==> src/rtl/sub_pkg.sv <==
// Shared definitions for the bit-serial subtractor: controller states and default width.
package sub_pkg;

  typedef enum logic [1:0] {
    IDLE  = 2'd0,
    SHIFT = 2'd1,
    DONE  = 2'd2
  } state_t;

  localparam int DEFAULT_W = 8;

endpackage

==> src/rtl/serial_sub_ctrl_fs_cell.sv <==
// 1-bit full subtractor: two cascaded half subtractors whose borrows are ORed.
module fs_cell (
  input  logic x,
  input  logic y,
  input  logic bin,
  output logic d,
  output logic bout
);

  logic hs1_d;
  logic hs1_b;
  logic hs2_b;

  assign hs1_d = x ^ y;
  assign hs1_b = ~x & y;

  assign d     = hs1_d ^ bin;
  assign hs2_b = ~hs1_d & bin;

  assign bout  = hs1_b | hs2_b;

endmodule

==> src/rtl/serial_sub_ctrl.sv <==
// Bit-serial a-b controller: one difference bit per clock, LSB first, through a single fs_cell.
module serial_sub_ctrl
  import sub_pkg::*;
#(
  parameter int W = DEFAULT_W
) (
  input  logic         clk,
  input  logic         rst_n,
  input  logic         start,
  input  logic [W-1:0] a,
  input  logic [W-1:0] b,
  output logic         busy,
  output logic         done,
  output logic [W-1:0] diff,
  output logic         borrow_out
);

  localparam int CW = $clog2(W);

  state_t         state_q, state_d;
  logic [W-1:0]   a_sh_q, a_sh_d;
  logic [W-1:0]   b_sh_q, b_sh_d;
  logic [W-1:0]   res_q, res_d;
  logic [W-1:0]   diff_q, diff_d;
  logic           borrow_q, borrow_d;
  logic           borrow_out_q, borrow_out_d;
  logic [CW-1:0]  cnt_q, cnt_d;
  logic           cell_d;
  logic           cell_bout;
  logic           last_bit;

  fs_cell u_cell (
    .x    (a_sh_q[0]),
    .y    (b_sh_q[0]),
    .bin  (borrow_q),
    .d    (cell_d),
    .bout (cell_bout)
  );

  assign last_bit = (cnt_q == CW'(W - 1));

  always_comb begin
    state_d      = state_q;
    a_sh_d       = a_sh_q;
    b_sh_d       = b_sh_q;
    res_d        = res_q;
    diff_d       = diff_q;
    borrow_d     = borrow_q;
    borrow_out_d = borrow_out_q;
    cnt_d        = cnt_q;
    case (state_q)
      IDLE: begin
        if (start) begin
          state_d  = SHIFT;
          a_sh_d   = a;
          b_sh_d   = b;
          borrow_d = 1'b0;
          cnt_d    = '0;
        end
      end
      SHIFT: begin
        // New bit enters at the MSB so bit 0 ends up holding the first result bit.
        a_sh_d   = a_sh_q >> 1;
        b_sh_d   = b_sh_q >> 1;
        res_d    = {cell_d, res_q[W-1:1]};
        borrow_d = cell_bout;
        cnt_d    = cnt_q + CW'(1);
        if (last_bit) begin
          state_d      = DONE;
          diff_d       = {cell_d, res_q[W-1:1]};
          borrow_out_d = cell_bout;
        end
      end
      DONE:    state_d = IDLE;
      default: state_d = IDLE;
    endcase
  end

  always_ff @(posedge clk or negedge rst_n) begin
    if (!rst_n) begin
      state_q      <= IDLE;
      a_sh_q       <= '0;
      b_sh_q       <= '0;
      res_q        <= '0;
      diff_q       <= '0;
      borrow_q     <= 1'b0;
      borrow_out_q <= 1'b0;
      cnt_q        <= '0;
    end else begin
      state_q      <= state_d;
      a_sh_q       <= a_sh_d;
      b_sh_q       <= b_sh_d;
      res_q        <= res_d;
      diff_q       <= diff_d;
      borrow_q     <= borrow_d;
      borrow_out_q <= borrow_out_d;
      cnt_q        <= cnt_d;
    end
  end

  assign busy       = (state_q == SHIFT);
  assign done       = (state_q == DONE);
  assign diff       = diff_q;
  assign borrow_out = borrow_out_q;

endmodule

==> config.mk <==
export PLATFORM = sky130hd
export DESIGN_NAME = serial_sub_ctrl
export DESIGN_NICKNAME = d
export VERILOG_FILES = /design/src/rtl/sub_pkg.sv /design/src/rtl/serial_sub_ctrl_fs_cell.sv /design/src/rtl/serial_sub_ctrl.sv
export SDC_FILE = /design/constraint.sdc
export NUM_CORES = 1
export LEC_CHECK = 0
export BUFFER_PORTS_ARGS = -buffer_cell sky130_fd_sc_hd__buf_2
export CAP_MARGIN = 30
export CORE_MARGIN = 2
export CORE_UTILIZATION = 49
export CTS_CLUSTER_SIZE = 12
export DETAILED_ROUTE_END_ITERATION = 12
export PLACE_DENSITY = 0.76
export SLEW_MARGIN = 40
export SYNTH_ARGS = -nofsm -noshare
export SYNTH_HDL_FRONTEND = slang
export SYNTH_SLANG_ARGS = --single-unit
==> constraint.sdc <==
create_clock -name clk -period 1.5 [get_ports clk]
set_input_delay 0.15 -clock clk [delete_from_list [all_inputs] [get_ports clk]]
set_output_delay 0.15 -clock clk [all_outputs]
set_load 0.01 [all_outputs]
# Word-level counts from Yosys, hierarchy flattened
# Index checks and enable logic that the tools add are counted.
# totals
ff_bits	39
output_inout_bits	11
elab_cells	37
# op_classes
add_sub_neg	1
n_eq_ne	5
n_mux	11
n_bitwise	7
n_reduce_logical	5
# op_table
cell	count
8-bit case mux with 2 select lines	2
8-bit two-way mux	2
3-bit case mux with 2 select lines	1
2-bit AND reduction	3
2-bit two-way mux	2
2-bit case mux with 2 select lines	1
3-bit by 1-bit adder with 3-bit output, second input constant	1
3-bit == test, second input constant	1
3-bit two-way mux	1
1-bit AND	2
2-bit by 1-bit == test with 1-bit output, second input constant	1
2-bit == test, second input constant	1
2-bit logical NOT	1
2-bit by 1-bit inequality test with 1-bit output, second input constant	1
2-bit inequality test, second input constant	1
1-bit NOT	2
1-bit case mux with 2 select lines	1
2-bit nonzero test	1
1-bit XOR	2
1-bit two-way mux	1
1-bit OR	1

# Longest topological paths before layout
# Gate-level depths: netlist (run 1).
# depth
word_depth	5
mapped_depth	5
ltp_nobuf	4

# By module
# A second synthesis (run 1) with hierarchy kept.
# unflattened
cells_unflattened	145
hier_area_um2	1810.5
# modules_own_cells
mod	instances	cells_per_inst	area_each_um2	seq_area_each_um2
serial_sub_ctrl	1	141	1779.2	950.9
fs_cell	1	4	31.3	0.0

# Least setup slack after synthesis (run 1)
# OpenSTA, ideal clock, no wires.
# synth_path
path_type	flip-flop to flip-flop
start	register cnt_q[0]
end	register diff_q[0] (netlist: diff[0])
setup_time_ps	125
arrival_ps	1359
t_required_ps	1375
slack_ps	16
stages_incl_launch_ff	6
n_path_buf	1
synth_period_minus_slack_ps	1484
path_cell_list	dfrtp_1 ha_1 ha_1 nand3b_1 buf_2 mux2_2
# synth_via
elab_chain_cells	2
# synth_rtl
item	line	source
from (decl)	serial_sub_ctrl.sv:27	logic [CW-1:0] cnt_q, cnt_d;
from (signal assigned)	serial_sub_ctrl.sv:97	cnt_q <= cnt_d;
3-bit == test	serial_sub_ctrl.sv:40	assign last_bit = (cnt_q == CW'(W - 1));
2-bit AND reduction (no source line)	--	
to (signal assigned)	serial_sub_ctrl.sv:94	diff_q <= diff_d;
to (decl)	serial_sub_ctrl.sv:24	logic [W-1:0] diff_q, diff_d;
# Every way passes these cells.
# A chain may end at the register's enable or synchronous reset.

# Worst setup path in the final report (run 1)
# layout_path
start	register cnt_q[0]
end	register diff_q[6] (netlist: diff[6])
# Same word-level chain as after synthesis.

==> results of run 1 <==
## layer usage
metal / vias to the layer above / share of wire, %
met2: 23 / 53
met4: 0 / 1.2
met1: 601 / 43
li1: 571 / -
met3: 4 / 2.9
met5: - / 0
## registers in the layout, indices dropped and copies added, names as in the netlist
| signal | count |
|---|---|
| state_q | 2 |
| cnt_q | 3 |
| diff | 8 |
| a_sh_q | 8 |
| res_q | 7 |
| b_sh_q | 8 |
| borrow_q | 1 |
| borrow_out | 1 |
## final timing paths
kind | endpoint | slack [ns] | depth (start not counted)
worst max-delay path | diff[6] | 0.02 | 5
worst min-delay path | a_sh_q[5] | 0.16 | 3
worst max register to register | diff[6] | 0.02 | 5
worst min register to register | a_sh_q[7] | 0.51 | 1
max in group asynchronous | state_q[1] | 0.75 | 3
min in group asynchronous | a_sh_q[4] | 0.28 | 2
## power by group
group | internal [W] | switching, W
combinational | 0.000968 | 0.000796
sequential | 0.00152 | 0.000298
clock | 0.000177 | 0.000312
## final cells by class
class | count | area (um2) | share of cell area [%]
clock buffer | 7 | 45.04 | 2.166
inverter | 15 | 56.30 | 2.708
multi-input combinational | 73 | 681.9 | 32.79
sequential | 38 | 953.4 | 45.85
tap | 46 | 57.56 | 2.768
timing repair buffer | 42 | 285.3 | 13.72
## cells by family (layout without fill, tap and decap cells)
group | count (synthesis) | count (layout)
AOI/OAI and AO/OA | 22 | 22
muxes | 17 | 17
buffers and inverters | 25 | 64
DFF | 38 | 38
adders and majority gates | 3 | 3
and+or+nand+nor | 31 | 31
## timing repair
item                                    4_1_cts  5_1_grt
hold buffers                                  1        0
setup buffers                                 2        2
gates cloned                                  0        0
gates resized for setup                       5        4
endpoints found under the hold margin        15        0
endpoints found under the setup margin        9       10
## worst min-delay path, cell delays in order
cell	delay [ns]
buf_2	0.08
nor4b_1	0.04
a211oi_1	0.19
## through the flow
step                hold WS (ns)  instances  area [um2]
CTS                       0.1514        219        2053
detailed placement        0.1014        209        1968
global route              0.1606        221        2079
floorplan                -0.1456        136        1740
global placement         0.09089        209        1968
finish                    0.1649        221        2079
## placed cells by master, fill, tap and decap left out, types with 3 or more instances in the layout
cell type,n
a211oi_1,11
buf_2,29
buf_4,7
clkbuf_4,5
dfrtp_1,36
inv_1,15
mux2_2,14
nor3b_1,12
nor4b_1,11
o221a_2,3
or4b_1,3
==> results.cfg, run 1 <==
[run_status]
status = completed

[logic_synthesis]
synthesis.nets = 158
synth-seq-cells = 38
synth_top_area_share_pct = 54.64
synth.avg_cell_area_um2 = 12.80
ys_seq_area_share_pct = 54.64
synth_area_leader_cell = dfrtp_1
synth_common_cells = dfrtp_1, inv_1, mux2_2
synth-compound-area-share_pct = 10.50
yosysUniqueCellTypes = 26
synth_cells = 136
synth-edff-count = 0
synthXorXnorAreaFrac_pct = 0
async_reset_ff_share_pct = 100.0
synth_adder_area_share_pct = 2.588
syn_area_um2 = 1740
synthSimpleGateAreaFrac_pct = 14.74
synth_top_family_by_area = simple AND/OR/NAND/NOR gates
yosys_warnings = 0
synthTopCellsByArea = dfrtp_1, mux2_2, nor4b_1, nor3b_1, a211oi_1
synthMuxAreaShare_pct = 10.86
ys.flop_type = dfrtp_1
synth_most_common_cell = dfrtp_1

[sta]
drv_slew = 0
finalHoldViolations = 0
min_period_over_period_pct = 98.84
fin_ws_ns = 0.01742
fin_setup_tns_ns = 0
worstMarginPinSlew_ns = 0.4086
clock.fmax_mhz = 674.5
finClkSkew_ns = 0.01015
rsz0062_at_grt = yes
layout_min_cycle_time_ns = 1.483
setup_violations = 0
slew_headroom_pct = 72.76

[layout]
nets = 197
syn2layout_area_growth_pct = 19.48
post-route-util_pct = 61.83
nFillCells = 286
n_antenna_cell = 0
drive_gt1_share_pct = 40.00

[setup_path]
crit_path_start = cnt_q[0]
worst-setup-path-type = flip-flop to flip-flop
max_stage_delay_ns = 0.40
worst-path-buf-inv = 1
crit_top_cell = ha_2
critPathTopFamily = flip-flops
cp.arrival_ns = 1.71
cp_cell_sequence = ha_2 > ha_2 > nand3b_1 > buf_6 > mux2_2
r2r_start = cnt_q[0]
crit_fanout = 5
endpoint_kind = flip-flop
worst_setup_path_start_kind = flip-flop
required_ns = 1.72
slowest_stage = dfrtp_1

[routing]
viasPerCell = 5.425
routed_wl_um = 3462
first_iter_violations = 61
drc = 0
ant_nets = 0
vias = 1199
wl_per_cell_um = 15.67
first_pass_iters = 3

[grt]
grt_pass1_vias = 1215
grt_pass1_wl_um = 5678
use_met2_pct = 29.87
grt_busiest_layer = met2
grt_max_degree = 25
met1_usage_pct = 23.16
use_met3_pct = 5.357
grt_overflow = 0
grt.total_usage_pct = 18.52
antenna_found_initial = 0

[clocking]
cts_root_buffer = clkbuf_4
cts_tree = done
htreeDepth = 2
cts.clk_slew.worst_paths_ns = 0.11
cts_sinks = 38
cts_made_buffers = 5
clock_latency_ns = 0.33
clock_path_buffers = 2

[power]
p_per_area_nw_per_um2 = 1958
peakVddDrop_v = 0.001285
power_w = 0.004072
power_leakage_nw = 0.9732

[die]
die-width_um = 63.60
fp.dieArea_um2 = 4044
ios = 30
start_util_pct = 51.75
core_um2 = 3363
die_y_um = 63.60
rows = 21

[hold_path]
hp-start = a[5]
worstHoldPathType = input port to flip-flop

[job]
maxCapViolCount = 0

[place]
dp_hpwl_um = 2454
numPortBuffers = 29
dp_slack_ns = -0.01759
gp_congestion = 0.7560
No activity file was read; power rests on OpenSTA's default activity.
==> run 2, diff against run 1 <==
CORE_UTILIZATION = 52   (was 49)
CTS_BUF_LIST = sky130_fd_sc_hd__clkbuf_8   (was unset)
MAX_ROUTING_LAYER = met4   (was unset)
PLACE_DENSITY = 0.8   (was 0.76)
==> results.cfg, run 2 (synthesis gave the netlist of run 1 again) <==
[sta]
fin_setup_tns_ns = 0
drv_slew = 0
fin_ws_ns = 0.04473
setup_violations = 0
clock.fmax_mhz = 687.2
slew_headroom_pct = 67.50
finalHoldViolations = 0
min_period_over_period_pct = 97.02
worstMarginPinSlew_ns = 0.4875
holdWs_ns = 0.2198
finClkSkew_ns = 0.005049
layout_min_cycle_time_ns = 1.455

[hold_path]
min_delay_path_depth = 3
worstHoldPathType = input port to flip-flop

[layout]
design_area_um2 = 2087
n_antenna_cell = 0
final_cell_mix = dfrtp_1, buf_2, mux2_2
post-route-util_pct = 63.54
syn2layout_area_growth_pct = 19.91
drive_gt1_share_pct = 41.04
nFillCells = 282
layout_commonest_cell = dfrtp_1
nets = 195
register_area_um2 = 953.4
multi_input_area_um2 = 678.2

[die]
fp.dieArea_um2 = 3825
start_util_pct = 52.99
die_y_um = 61.85
die-width_um = 61.85
rows = 21
core_um2 = 3284
ios = 30

[power]
power_leakage_nw = 0.9754
power_frac_clock_pct = 15.4
switching_share_pct = 33.92
power.switching_w = 0.001429
p_per_area_nw_per_um2 = 2019
p_seq_share_pct = 43.5
internal_power_w = 0.002784
pwr-share-comb_pct = 41.1
peakVddDrop_v = 0.001091

[place]
dp_hpwl_um = 2368
dp_slack_ns = -0.01151
gp_congestion = 0.7568
place_area_um2 = 1976
numPortBuffers = 29

[grt]
grt_pass1_wl_um = 5423
grt_max_degree = 39
grt.total_usage_pct = 21.07
grt_overflow = 0
grt_pass1_vias = 1190
antenna_found_initial = 0

[clocking]
cts_tree = done
cts_root_buffer = clkbuf_8
cts_made_buffers = 5
htreeDepth = 2
cts_sinks = 38
clock_latency_ns = 0.29
cts.clk_slew.worst_paths_ns = 0.07
clock_path_buffers = 2

[routing]
viasPerCell = 5.571
vias = 1220
first_iter_violations = 42
first_pass_iters = 3
routed_wl_um = 3406
wl_per_cell_um = 15.55
drc = 0
ant_nets = 0

[setup_path]
reg2reg_slack_ns = 0.04
r2r_start = cnt_q[0]
reg2reg_depth = 5
required_ns = 1.67
endpoint_kind = flip-flop
worst_setup_path_start_kind = flip-flop
crit_fanout = 9
cp.arrival_ns = 1.63
reg2reg_to = diff[5]
endpoint = diff[5]
crit_path_start = cnt_q[0]
worst-setup-path-type = flip-flop to flip-flop

[run_status]
status = completed

[job]
maxCapViolCount = 0
==> run 2: changes by cell type in the layout (fill, tap and decap cells not counted) <==
cell,previous run,this run
clkbuf_1,2,0
clkbuf_4,5,0
buf_6,2,0
mux2_2,14,15
clkinv_2,0,2
mux2_4,1,0
inv_1,15,14
clkbuf_8,0,5
inv_2,0,1
==> run 2: timing repair <==
action,4_1_cts,5_1_grt
gates resized for setup,2,5
buffers inserted,1,0
pin swaps,0,0
hold buffers,1,0
cloned,0,0
setup endpoints to repair,9,10
endpoints found under the hold margin,38,0
==> run 2: per-layer routing <==
metal  share of wire (%)  GRT usage [%]
met1                  43          23.68
met2                  50          34.89
met3                 5.0          6.211
met4                 1.8          9.119
met5                   0              -
==> run 2: metrics by stage <==
stage               cells  power (W)
floorplan             136   0.002956
global placement      210   0.003427
detailed placement    210   0.003551
CTS                   219   0.004236
global route          219   0.004541
finish                219   0.004213
==> run 2: worst min-delay path by stage <==
stage | startpoint | endpoint | slack, ns
after global placement | rst_n | a_sh_q[3] | 0.21
after floorplan | rst_n | a_sh_q[0] | -0.15
final | b[4] | b_sh_q[4] | 0.22
after detailed placement | rst_n | a_sh_q[4] | 0.23
after global routing | b[4] | b_sh_q[4] | 0.23
after CTS | b[4] | b_sh_q[4] | 0.21
==> run 2: layout make-up <==
class	instances	share of cell area [%]
clock buffers	5	3.297
clock inverters	2	0.4796
flip-flops and latches	38	45.68
multi-input cells	73	32.49
well taps	46	2.758
inverters	15	2.698
repair buffers	40	12.59
==> run 2: power by group through the flow <==
stage / Clock, W / Sequential [W] / Combinational, W
after floorplan: 0 / 0.00181 / 0.00115
after global placement: 0 / 0.00180 / 0.00162
after detailed placement: 0 / 0.00184 / 0.00171
after CTS: 0.000666 / 0.00183 / 0.00174
after global routing: 0.000715 / 0.00190 / 0.00193
final: 0.000650 / 0.00183 / 0.00173
==> run 2: worst max-delay path, cell delays in order, from the launching register on <==
cell and delay [ns]:
dfrtp_1 0.39, ha_2 0.18, ha_2 0.17, nand3b_1 0.13
buf_12 0.14, mux2_2 0.33
